[src/rtl/nes_frame_player.sv]
// nes_frame_player: replays a stored frame as a live NES PPU-style dot stream.
// Pixels are fetched over a req/ack port into a small FIFO and emitted one
// per dot (CLK_DIV clocks) with NES cycle/scanline timing.
// VIS_W/VIS_H size the visible window (256x240 for a real NES frame).
// Optional feature: define NES_FRAME_PLAYER_ODD_SKIP_EN to drop the last dot
// of line LINES_PER_FRAME-1 on odd frames (NES odd-frame skip).
module nes_frame_player #(
    parameter int CLK_DIV         = 4,
    parameter int DOTS_PER_LINE   = 341,
    parameter int LINES_PER_FRAME = 262,
    parameter int FIFO_DEPTH      = 16,
    parameter int BORDER_COLOR    = 13,
    parameter int VIS_W           = 256,
    parameter int VIS_H           = 240
) (
    input  logic        clk,
    input  logic        reset,
    input  logic        enable,
    output logic        mem_req,
    output logic [15:0] mem_addr,
    input  logic        mem_ack,
    input  logic [5:0]  mem_rdata,
    output logic [5:0]  color,
    output logic [8:0]  cycle,
    output logic [8:0]  scanline,
    output logic        frame_start,
    output logic        underrun
);

    localparam int DIV_W = (CLK_DIV > 2) ? $clog2(CLK_DIV) : 1;
    localparam int PTR_W = (FIFO_DEPTH > 2) ? $clog2(FIFO_DEPTH) : 1;
    localparam int CNT_W = PTR_W + 1;

    localparam logic [5:0]       BORDER    = 6'(BORDER_COLOR);
    localparam logic [DIV_W-1:0] DIV_LAST  = DIV_W'(CLK_DIV - 1);
    localparam logic [8:0]       LAST_DOT  = 9'(DOTS_PER_LINE - 1);
    localparam logic [8:0]       LAST_LINE = 9'(LINES_PER_FRAME - 1);
    localparam logic [8:0]       VIS_W9    = 9'(VIS_W);
    localparam logic [8:0]       VIS_H9    = 9'(VIS_H);
    localparam logic [CNT_W-1:0] FIFO_FULL = CNT_W'(FIFO_DEPTH);

    typedef enum logic [1:0] {
        ST_FETCH = 2'd0,
        ST_FLUSH = 2'd1,
        ST_HOLD  = 2'd2
    } state_t;

    state_t           state_q, state_d;
    logic [DIV_W-1:0] div_q, div_d;
    logic [8:0]       cycle_q, cycle_d;
    logic [8:0]       scanline_q, scanline_d;
    logic [5:0]       color_q, color_d;
    logic             frame_start_q, frame_start_d;
    logic             underrun_q, underrun_d;
    logic             mem_req_q, mem_req_d;
    logic [15:0]      mem_addr_q, mem_addr_d;
    logic [8:0]       fetch_x_q, fetch_x_d;
    logic [8:0]       fetch_y_q, fetch_y_d;
    logic [PTR_W-1:0] wr_ptr_q, wr_ptr_d;
    logic [PTR_W-1:0] rd_ptr_q, rd_ptr_d;
    logic [CNT_W-1:0] count_q, count_d;
    logic [5:0]       fifo_mem [FIFO_DEPTH];

`ifdef NES_FRAME_PLAYER_ODD_SKIP_EN
    logic             parity_q, parity_d;
`endif

    logic       tick, line_end, nxt_vis, fifo_empty, fifo_full;
    logic       flush, frame_tick, pop, push, ack, fetch_done;
    logic [8:0] nxt_cycle, nxt_line;

    // Next-state logic: dot timing, pixel pop, fetch FSM and FIFO bookkeeping.
    always_comb begin
        // dot divider
        tick  = enable && (div_q == DIV_LAST);
        div_d = div_q;
        if (enable) div_d = tick ? '0 : div_q + 1'b1;

        // position the next tick lands on
        line_end = (cycle_q == LAST_DOT);
`ifdef NES_FRAME_PLAYER_ODD_SKIP_EN
        if (parity_q && scanline_q == LAST_LINE && cycle_q == LAST_DOT - 9'd1)
            line_end = 1'b1;
`endif
        nxt_cycle = line_end ? 9'd0 : cycle_q + 9'd1;
        nxt_line  = scanline_q;
        if (line_end) nxt_line = (scanline_q == LAST_LINE) ? 9'd0 : scanline_q + 9'd1;
        nxt_vis   = (nxt_line < VIS_H9) && (nxt_cycle < VIS_W9);

        fifo_empty = (count_q == '0);
        fifo_full  = (count_q == FIFO_FULL);
        flush      = tick && (nxt_line == LAST_LINE) && (nxt_cycle == 9'd0);
        frame_tick = tick && (nxt_line == 9'd0) && (nxt_cycle == 9'd0);
        pop        = tick && nxt_vis && !fifo_empty;
        ack        = mem_ack && mem_req_q;
        fetch_done = (fetch_y_q >= VIS_H9);

        // Position and color move together on the tick. After reset the
        // position rests on (0,0) without a tick, so the first frame is shown
        // one dot late; the flush before every later frame realigns it.
        cycle_d       = cycle_q;
        scanline_d    = scanline_q;
        color_d       = color_q;
        underrun_d    = underrun_q;
        frame_start_d = frame_tick;
        if (tick) begin
            cycle_d    = nxt_cycle;
            scanline_d = nxt_line;
            color_d    = pop ? fifo_mem[rd_ptr_q] : BORDER;
            if (nxt_vis && fifo_empty) underrun_d = 1'b1;
        end

`ifdef NES_FRAME_PLAYER_ODD_SKIP_EN
        parity_d = parity_q ^ frame_tick;
`endif

        // fetch FSM
        state_d    = state_q;
        mem_req_d  = mem_req_q;
        mem_addr_d = mem_addr_q;
        fetch_x_d  = fetch_x_q;
        fetch_y_d  = fetch_y_q;
        push       = 1'b0;
        case (state_q)
            ST_FETCH: begin
                if (mem_req_q) begin
                    // a pending request always completes, even if enable fell
                    if (ack) begin
                        push      = 1'b1;
                        mem_req_d = 1'b0;
                        if (fetch_x_q == VIS_W9 - 9'd1) begin
                            fetch_x_d = 9'd0;
                            fetch_y_d = fetch_y_q + 9'd1;
                        end else begin
                            fetch_x_d = fetch_x_q + 9'd1;
                        end
                    end
                end else if (!enable) begin
                    state_d = ST_HOLD;
                end else if (!fifo_full && !fetch_done) begin
                    mem_req_d  = 1'b1;
                    mem_addr_d = {fetch_y_q[7:0], fetch_x_q[7:0]};
                end
            end
            ST_FLUSH: begin
                // wait out a stale request; its data is dropped
                if (!mem_req_q || ack) begin
                    mem_req_d = 1'b0;
                    state_d   = ST_FETCH;
                end
            end
            ST_HOLD: begin
                mem_req_d = 1'b0;
                if (enable) state_d = ST_FETCH;
            end
            default: state_d = ST_FETCH;
        endcase

        // Start of the last line: drop everything buffered for this frame and
        // restart fetching from pixel 0 so the next frame is prefetched.
        if (flush) begin
            state_d    = ST_FLUSH;
            mem_req_d  = mem_req_q && !ack;
            mem_addr_d = mem_addr_q;
            push       = 1'b0;
            fetch_x_d  = 9'd0;
            fetch_y_d  = 9'd0;
        end

        // FIFO pointers and occupancy
        wr_ptr_d = wr_ptr_q;
        rd_ptr_d = rd_ptr_q;
        count_d  = count_q;
        if (flush) begin
            wr_ptr_d = '0;
            rd_ptr_d = '0;
            count_d  = '0;
        end else begin
            if (push) wr_ptr_d = wr_ptr_q + 1'b1;
            if (pop)  rd_ptr_d = rd_ptr_q + 1'b1;
            count_d = count_q + CNT_W'(push) - CNT_W'(pop);
        end
    end

    // State registers with synchronous reset.
    always_ff @(posedge clk) begin
        if (reset) begin
            state_q       <= ST_FETCH;
            div_q         <= '0;
            cycle_q       <= 9'd0;
            scanline_q    <= 9'd0;
            color_q       <= BORDER;
            frame_start_q <= 1'b0;
            underrun_q    <= 1'b0;
            mem_req_q     <= 1'b0;
            mem_addr_q    <= 16'd0;
            fetch_x_q     <= 9'd0;
            fetch_y_q     <= 9'd0;
            wr_ptr_q      <= '0;
            rd_ptr_q      <= '0;
            count_q       <= '0;
`ifdef NES_FRAME_PLAYER_ODD_SKIP_EN
            parity_q      <= 1'b0;
`endif
        end else begin
            state_q       <= state_d;
            div_q         <= div_d;
            cycle_q       <= cycle_d;
            scanline_q    <= scanline_d;
            color_q       <= color_d;
            frame_start_q <= frame_start_d;
            underrun_q    <= underrun_d;
            mem_req_q     <= mem_req_d;
            mem_addr_q    <= mem_addr_d;
            fetch_x_q     <= fetch_x_d;
            fetch_y_q     <= fetch_y_d;
            wr_ptr_q      <= wr_ptr_d;
            rd_ptr_q      <= rd_ptr_d;
            count_q       <= count_d;
`ifdef NES_FRAME_PLAYER_ODD_SKIP_EN
            parity_q      <= parity_d;
`endif
        end
    end

    // FIFO storage; contents are don't-care while the FIFO is empty.
    always_ff @(posedge clk) begin
        if (push && !reset) fifo_mem[wr_ptr_q] <= mem_rdata;
    end

    assign mem_req     = mem_req_q;
    assign mem_addr    = mem_addr_q;
    assign color       = color_q;
    assign cycle       = cycle_q;
    assign scanline    = scanline_q;
    assign frame_start = frame_start_q;
    assign underrun    = underrun_q;

endmodule

[config.mk]
export PLATFORM = sky130hd
export DESIGN_NAME = nes_frame_player
export DESIGN_NICKNAME = d
export VERILOG_FILES = /design/src/rtl/nes_frame_player.sv
export SDC_FILE = /design/constraint.sdc
export NUM_CORES = 1
export LEC_CHECK = 0
export CAP_MARGIN = 10
export CORE_UTILIZATION = 59
export DETAILED_ROUTE_END_ITERATION = 10
export PLACE_DENSITY = 0.78
export SLEW_MARGIN = 20
export SYNTH_ARGS = -nofsm -noshare
export SYNTH_HDL_FRONTEND = slang
export SYNTH_SLANG_ARGS = --single-unit
[constraint.sdc]
create_clock -name clk -period 5.3 [get_ports clk]
set_input_delay 1.06 -clock clk [delete_from_list [all_inputs] [get_ports clk]]
set_output_delay 1.06 -clock clk [all_outputs]
set_load 0.005 [all_outputs]
# Yosys cells after proc, flatten, opt, wreduce, memory -nomap -nowiden

Memory sizes are Yosys's and may differ from the RTL's. A register that Yosys moved wholly into a read port is not among the register bits.
Cells that the tools add are included.

Muxes and demuxes: 27
Equal/unequal tests: 16
$lt $le $gt $ge: 3
Bitwise gates (word level): 2
$add $sub $neg: 9
Reductions and logical operators: 33

Operator list:

| kind                                                                         | count |
|---|---|
| 9-bit by 1-bit adder with 9-bit output, second input constant                | 4 |
| 9-bit 2-to-1 mux                                                             | 4 |
| 9-bit equality test, second input constant                                   | 3 |
| 9-bit logical NOT                                                            | 2 |
| 1-bit logical AND                                                            | 13 |
| 1-bit 2-to-1 mux                                                             | 13 |
| 3-bit inequality test, second input constant                                 | 4 |
| 4-bit AND reduction                                                          | 3 |
| 2-bit 2-to-1 mux                                                             | 5 |
| 9-bit by 8-bit equality test with 1-bit output, second input constant        | 1 |
| 9-bit by 8-bit >= comparator with 1-bit output, second input constant        | 1 |
| 9-bit by 8-bit less-than comparator with 1-bit output, second input constant | 1 |
| 9-bit less-than comparator, second input constant                            | 1 |
| 4-bit by 1-bit adder with 4-bit output, second input constant                | 2 |
| 4-bit 2-to-1 mux                                                             | 2 |
| 2-bit inequality test, second input constant                                 | 4 |
| 1-bit logical NOT                                                            | 6 |
| 6-bit 2-to-1 mux                                                             | 1 |
| 2-bit one-hot mux with 3 select lines                                        | 1 |
| 5-bit by 1-bit adder with 5-bit output                                       | 1 |
| 5-bit equality test, second input constant                                   | 1 |
| 5-bit logical NOT                                                            | 1 |
| 5-bit AND reduction                                                          | 1 |
| 5-bit by 1-bit subtractor with 5-bit output                                  | 1 |
| 11 further kinds                                                             | 14 |

Word-level logic and storage cells: 106
Memory bits (writable): 96
Register bits: 78
Output and inout port bits: 43
Memories: 1

Memories:

| memory   | words | bits a word | rd ports | clocked after memory_dff | write ports | RTL line | text |
|---|---|---|---|---|---|---|---|
| fifo_mem | 16    | 6           | 1        | 1                        | 1           | 62       | `logic [5:0] fifo_mem [FIFO_DEPTH];` |

# Longest topological paths before layout

Gate-level depths: netlist of run 1.

Word-level depth: 10
Gate-level depth with buffers: 22
Depth with buffers taken out: 19

# Worst setup path after synthesis of run 1

No wires, ideal clock.

Path kind: input port to flip-flop
Start: in enable
End: reg count_q[4]
Stages: 21
Arrival: 3.898 ns
Path buffers: 4
Setup time: 0.117 ns
Slack: 1.285 ns
Path through: buf_2 > and2_1 > clkbuf_1 > o31ai_1 > a31oi_4 > o211ai_2 > or2_1 > buf_6 > buf_6 > o21ai_0 > ha_1 > inv_1 > ha_1 > inv_1 > fa_1 > inv_1 > a21oi_1 > nor2_1 > nor2_1 > xnor2_1 > nor2_1

Longest elaborated chain between the ends: 6

RTL lines:

| element                                     | RTL line | text |
|---|---|---|
| start, declared                             | 18       | `input logic enable,` |
| 1-bit logical AND (*)                       | 75       | `tick = enable && (div_q == DIV_LAST);` |
| 1-bit logical AND (2 in a row)              | 92       | `flush = tick && (nxt_line == LAST_LINE) && (nxt_cycle == 9'd0);` |
| 1-bit 2-to-1 mux                            | 161      | `if (flush) begin` |
| 5-bit by 1-bit adder with 5-bit output      | 181      | `count_d = count_q + CNT_W'(push) - CNT_W'(pop);` |
| 5-bit by 1-bit subtractor with 5-bit output | 181      |  |
| end signal, assigned                        | 219      | `count_q <= count_d;` |
| end, declared                               | 61       | `logic [CNT_W-1:0] count_q, count_d;` |

Mark *: on every way between the ends. The rest lies on a longest branch, timed or not.
A chain may end at the register's enable or synchronous reset.

# Worst setup path in the final report of run 1

Start: reg cycle_q[0], in the netlist cycle[0]
End: reg count_q[4]

Longest elaborated chain between the ends: 8

RTL lines:

| element                                                                        | RTL line | text |
|---|---|---|
| start, declared                                                                | 50       | `logic [8:0] cycle_q, cycle_d;` |
| start signal, assigned                                                         | 208      | `cycle_q <= cycle_d;` |
| branches (longest 8 deep; another with 9-bit by 1-bit adder with 9-bit output) | --       |  |

Parallel ways; which one is timed is not known.

==> flow_metrics.env, run 1 <==
export IMPL_status="finished, final reports clean"
export IMPL_internal_power_uw=2245
export IMPL_synth_nets=761
export IMPL_yosys_most_used_dff="edfxtp_1"
export IMPL_fp_dieH_um=121.2
export IMPL_period_share_pct=86.12
export IMPL_grt_busiest_layer="met2"
export IMPL_p_switching_uw=757.5
export IMPL_wire_per_inst_um=19.71
export IMPL_yosys_area_top_type="edfxtp_1"
export IMPL_drc=0
export IMPL_io_buffers=52
export IMPL_io_pins=53
export IMPL_cts_tree="done"
export IMPL_rsz0062_at_grt="false"
export IMPL_drv_cap=0
export IMPL_worst_pin_slew_ps=1030
export IMPL_post_cts_buffers=0
export IMPL_synth_area_leaders="edfxtp_1 (34%), dfxtp_1 (20%), mux4_2 (8.1%)"
export IMPL_clkTransAtPathRegs_ps=70
export IMPL_drive_gt1_share_pct=11.20
export IMPL_first_global_vias=5685
export IMPL_finalHoldViolations=0
export IMPL_postSynth_asyncResetShare_pct=0
export IMPL_hold_buffers=0
export IMPL_grt_use_met3_pct=6.814
export IMPL_pwr_share_clk_pct=40.7
export IMPL_path_buf_inv=4
export IMPL_ant_nets=0
export IMPL_cts_made_buffers=17
export IMPL_critical_path_top_delay_family="compound AO/OA/AOI/OAI gates"
export IMPL_rrSetupSlack_ps=740
export IMPL_syn_cell_area_um2=8377
export IMPL_cp_required_ps=5590
export IMPL_max_slew_margin_pct=30.83
export IMPL_ys_ff_latch=178
export IMPL_critPathMostFrequentCell="inv_1"
export IMPL_seq_area_frac_synth_pct=54.01
export IMPL_root_buffer="clkbuf_16"
export IMPL_finalCriticalPeriod_ps=4565
export IMPL_worstPathArrival_ps=4850
export IMPL_setup_violations=0
export IMPL_antenna_found_initial=0
export IMPL_syn_inst=728
export IMPL_crit_type="reg -> reg"
export IMPL_fin_area_um2=9517
export IMPL_pwr_share_comb_pct=9.1
export IMPL_place_ws_ps=350.2
export IMPL_slowest_stage="or2_1"
export IMPL_grt_overflow=0
export IMPL_coreArea_um2=13880
export IMPL_cp_cell_sequence="inv_1, ha_1, nor4b_2, nand4_1, a211oi_1, o211ai_2, or2_1, o21ai_0, ha_1, inv_1, ha_1, inv_1, fa_1, inv_1, a21oi_1, nor2_1, nor2_1, xnor2_1, nor2_1"
export IMPL_hold_path_class="reg -> reg"
export IMPL_num_vias=6010
export IMPL_finalWeightedCongestion=0.9128
export IMPL_via_per_inst=6.340
export IMPL_yosysTopAreaCellShare_pct=34.41
export IMPL_nNetsFinal=788
export IMPL_clock_latency_ps=440
export IMPL_cts_sinks=178
export IMPL_power_uw=3003
export IMPL_avgSynthCellArea_um2=11.51
export IMPL_seqPwrFrac_pct=50.2
export IMPL_drt_initial_drc_count=681
export IMPL_start_kind="flip-flop"
export IMPL_dpl_instance_area_um2=8937
export IMPL_gr_usage_met1_pct=34.37
export IMPL_critPathMaxStageDelay_ps=560
export IMPL_cts_htree_levels=4
export IMPL_setup_ws_ps=735.4
export IMPL_cp_max_fo=18
export IMPL_antenna_cells=0
export IMPL_synth_commonest_cells="edfxtp_1 (96), dfxtp_1 (82), nor2_1 (72), nand2_1 (49), nand3_1 (35)"
export IMPL_grt_use_total_pct=26.67
export IMPL_finalSetupTns_ps=0
export IMPL_grt_max_degree=45
export IMPL_whs_ps=462.2
export IMPL_synth_yosys_warnings=0
export IMPL_power_density_nw_per_um2=315.5
export IMPL_grt_pass1_wl_mm=29.44
export IMPL_p_leak_uw=0.003001
export IMPL_die_w_um=121.2
export IMPL_cts_resized=0
export IMPL_synth_distinct_cells=65
export IMPL_fmax_ghz=0.2191
export IMPL_use_met2_pct=44.07
export IMPL_drt_total_wl_mm=18.68
export IMPL_final_max_slew_viol_count=0
export IMPL_start_util_pct=60.35
export IMPL_row_count=43
export IMPL_fp_dieArea_um2=14680
export IMPL_synth_edf_count=96
export IMPL_areaGrowthSynthToFinish_pct=13.61
export IMPL_yosysMostFrequentCell="edfxtp_1"
export IMPL_skew_ps=15.84
export IMPL_dp_hpwl_mm=12.60
export IMPL_peakVddDrop_uv=336.2
export IMPL_crit_path_end_kind="flip-flop"
export IMPL_cts_max_path_buffers=2
export IMPL_first_pass_iters=5
export IMPL_swShare_pct=25.23
==> worst register-to-register path: cells and delay by family (launching register included) <==
kind / cells / cell delay, ps
flops: 1 / 460
buf+inv: 4 / 290
simple gates: 6 / 1180
xor+xnor: 1 / 150
compound gates: 4 / 1200
fa+ha+maj: 4 / 1150
==> cell type report <==
cell class                      instances  area, um2
Tap cell                              180      225.2
Fill cell                             976       4364
Clock inverter                         15      151.4
Clock buffer                           17      425.4
Inverter                               26      97.59
Timing Repair Buffer                   63      603.1
Multi-Input combinational cell        469       3488
Sequential cell                       178       4526
==> routing by layer <==
metal,wire length (um),share of wire (%)
met1,7805,42
met2,9351,50
met3,1213,6.5
met4,312,1.7
met5,0,0
==> power by group through the flow <==
stage | Combinational (uW) | Clock (uW) | Sequential (uW)
after floorplan | 194 | 0 | 1530
after global placement | 253 | 0 | 1530
after detailed placement | 266 | 0 | 1540
after CTS | 270 | 1240 | 1510
after global routing | 300 | 1290 | 1510
final | 272 | 1220 | 1510
==> cell usage in the layout (no fill, tap or decap), types with 4 or more instances in the layout <==
cell type	n
edfxtp_1	96
dfxtp_1	81
nor2_1	72
clkdlybuf4s50_1	52
nand2_1	49
nand3_1	35
nor3_1	31
o21ai_0	30
mux4_2	30
a21oi_1	27
inv_1	26
ha_1	22
xnor2_1	21
clkbuf_16	17
a32oi_1	16
nor3b_1	13
nand4_1	12
xor2_1	12
buf_4	11
o311ai_1	9
o311ai_0	8
and3_1	5
inv_8	5
nor4_1	4
a211oi_1	4
or2_2	4
a31oi_1	4
or4_1	4
==> cell families after synthesis <==
family	synth area share (%)
simple gates	15.40
flops	54.01
compound gates	10.95
buf+inv	4.361
xor+xnor	3.450
mux	8.305
fa+ha+maj	3.525
==> sequential cells by signal (all words and copies together) (netlist names), named ones only <==
register	cells
mem_addr	16
scanline	9
fetch_y_q	9
mem_req	1
count_q	5
fetch_x_q	9
wr_ptr_q	4
frame_start	1
div_q	2
color	6
state_q	2
fifo_mem	96
underrun	1
rd_ptr_q	4
cycle	9
==> worst paths after layout <==
kind / end / cells after the start / start
worst min register to register: color[5]$_SDFFE_PP0P_ / 2 / color[5]$_SDFFE_PP0P_
worst max register to register: count_q[4]$_SDFF_PP0_ / 19 / cycle[0]$_SDFFE_PP0P_
worst max-delay path: count_q[4]$_SDFF_PP0_ / 19 / cycle[0]$_SDFFE_PP0P_
worst min-delay path: color[5]$_SDFFE_PP0P_ / 2 / color[5]$_SDFFE_PP0P_
==> through the flow <==
step	std cells	utilization, %
6_report	948	68.56
5_1_grt	948	68.56
4_1_cts	948	68.54
3_5_place_dp	916	64.39
3_3_place_gp	916	64.39
2_1_floorplan	728	-
Power figures use the tool's default switching activity.
==> run 2, diff against run 1 <==
- CORE_UTILIZATION: 59 -> 62
- CTS_BUF_LIST: unset -> sky130_fd_sc_hd__clkbuf_8
- GPL_ROUTABILITY_DRIVEN: unset -> 0
- PLACE_DENSITY: 0.78 -> 0.82
- SETUP_SLACK_MARGIN: unset -> 0.02
==> run 2 against run 1 <==
Against the previous run: final cell count fell by 0.74%; first-iteration DRC count rose by 17%; total power fell by 8.8%; design area fell by 2.0%; clock-buffer cell count did not move; die area fell by 4.8%; utilization rose by 2.2 points; routed wire length fell by 6.5%; register-to-register slack barely moved; sequential power barely moved; setup slack got worse by 2.6 ps; via count fell by 0.57%; largest cell class unchanged.
==> flow_metrics.env, run 2 (same netlist as run 1, synthesis figures left out) <==
export IMPL_slowest_stage="or2_1"
export IMPL_fp_dieH_um=118.2
export IMPL_drt_initial_drc_count=795
export IMPL_finalHoldViolations=0
export IMPL_cp_max_fo=18
export IMPL_period_share_pct=86.17
export IMPL_p_leak_uw=0.002918
export IMPL_num_vias=5976
export IMPL_max_slew_margin_pct=33.15
export IMPL_seqCellArea_um2=4526
export IMPL_skew_ps=14.45
export IMPL_coreArea_um2=13190
export IMPL_largest_reg_flops=96
export IMPL_drive_gt1_share_pct=10.98
export IMPL_grt_use_total_pct=26.15
export IMPL_cts_sinks=178
export IMPL_seqPwrFrac_pct=55.0
export IMPL_grt_pass1_wl_mm=28.16
export IMPL_fmax_ghz=0.2190
export IMPL_hold_buffers=0
export IMPL_hold_path_class="reg -> reg"
export IMPL_cp_depth=18
export IMPL_cts_resized=0
export IMPL_io_pins=53
export IMPL_finalCriticalPeriod_ps=4567
export IMPL_cts_made_buffers=17
export IMPL_internal_power_uw=2022
export IMPL_cts_max_path_buffers=2
export IMPL_rr_worst_depth=18
export IMPL_regMostFlops="fifo_mem"
export IMPL_post_cts_buffers=0
export IMPL_dpl_instance_area_um2=8910
export IMPL_row_count=42
export IMPL_antenna_found_initial=0
export IMPL_clock_latency_ps=470
export IMPL_fin_area_um2=9328
export IMPL_cts_tree="done"
export IMPL_worst_pin_slew_ps=995.0
export IMPL_nNetsFinal=785
export IMPL_final_max_slew_viol_count=0
export IMPL_peakVddDrop_uv=192.0
export IMPL_drt_total_wl_mm=17.47
export IMPL_nFillCells=888
export IMPL_hold_depth=2
export IMPL_clkTransAtPathRegs_ps=100
export IMPL_first_pass_iters=5
export IMPL_path_buf_inv=3
export IMPL_grt_overflow=0
export IMPL_drv_cap=0
export IMPL_rsz0062_at_grt="false"
export IMPL_swShare_pct=26.17
export IMPL_ant_nets=0
export IMPL_cp_required_ps=5650
export IMPL_cts_htree_levels=4
export IMPL_cp_cell_sequence="ha_1, nand2_1, nor4_1, xnor2_1, nand3_1, or2_1, o21ai_0, ha_1, inv_1, ha_1, inv_1, fa_1, inv_1, a21oi_1, nor2_1, nor2_1, xnor2_1, nor2_1"
export IMPL_critPathMaxStageDelay_ps=640
export IMPL_via_per_inst=6.351
export IMPL_pwr_share_comb_pct=9.6
export IMPL_layout_commonest_cell="edfxtp_1"
export IMPL_final_cell_mix="edfxtp_1 (96), dfxtp_1 (81), nor2_1 (72)"
export IMPL_antenna_cells=0
export IMPL_start_kind="flip-flop"
export IMPL_finalSetupTns_ps=0
export IMPL_setup_ws_ps=732.8
export IMPL_status="finished, final reports clean"
export IMPL_critical_path_top_delay_family="simple AND/OR/NAND/NOR gates"
export IMPL_fp_dieArea_um2=13980
export IMPL_power_density_nw_per_um2=293.7
export IMPL_place_ws_ps=416.3
export IMPL_grt_max_degree=45
export IMPL_start_util_pct=63.51
export IMPL_drc=0
export IMPL_crit_path_end_kind="flip-flop"
export IMPL_p_switching_uw=716.9
export IMPL_io_buffers=52
export IMPL_pwr_share_clk_pct=35.4
export IMPL_wire_per_inst_um=18.56
export IMPL_worstPathArrival_ps=4920
export IMPL_dp_hpwl_mm=11.89
export IMPL_crit_type="reg -> reg"
export IMPL_first_global_vias=5491
export IMPL_multiInputGateArea_um2=3488
export IMPL_areaGrowthSynthToFinish_pct=11.35
export IMPL_setup_violations=0
export IMPL_die_w_um=118.2
export IMPL_root_buffer="clkbuf_8"
==> run 2: worst paths after layout <==
check,from,to,slack (ps)
worst max-delay path,scanline[0]$_SDFFE_PP0P_,count_q[4]$_SDFF_PP0_,730
worst min-delay path,fetch_x_q[8]$_SDFFE_PP0P_,fetch_x_q[8]$_SDFFE_PP0P_,460
worst max register to register,scanline[0]$_SDFFE_PP0P_,count_q[4]$_SDFF_PP0_,730
worst min register to register,fetch_x_q[8]$_SDFFE_PP0P_,fetch_x_q[8]$_SDFFE_PP0P_,460
==> run 2: power by group through the flow <==
stage / Sequential, uW / Clock [uW] / Combinational (uW)
detailed placement: 1540 / 0 / 260
CTS: 1500 / 983 / 261
global route: 1510 / 1040 / 291
global placement: 1530 / 0 / 249
finish: 1510 / 970 / 264
floorplan: 1530 / 0 / 194
==> run 2: area by class of cell <==
| class | count | share of cell area [%] |
|---|---|---|
| repair buffers | 60 | 6.224 |
| flip-flops and latches | 178 | 48.52 |
| inverters | 26 | 1.046 |
| well taps | 176 | 2.361 |
| multi-input cells | 469 | 37.40 |
| clock inverters | 15 | 1.945 |
| clock buffers | 17 | 2.508 |
==> run 2: per-stage QoR <==
step	std cells	power, uW	util (%)	hold WS [ps]
floorplan	728	1723	-	422.5
global placement	909	1782	67.55	437.4
detailed placement	909	1795	67.55	438.7
CTS	941	2747	70.70	453.4
global route	941	2841	70.72	485.1
finish	941	2739	70.72	457.6
==> run 2: layer usage <==
metal,wire (um),global-route usage [%],share of wire [%]
met2,8929,44.08,51
met1,7202,33.62,41
met3,968,5.212,5.5
met4,365,9.375,2.1
met5,0,0,0
==> run 2: tightest hold or removal path, delay by kind of cell, from the launching register on <==
family	cells	cell delay, ps
simple gates	1	40
compound gates	1	70
flops	1	310
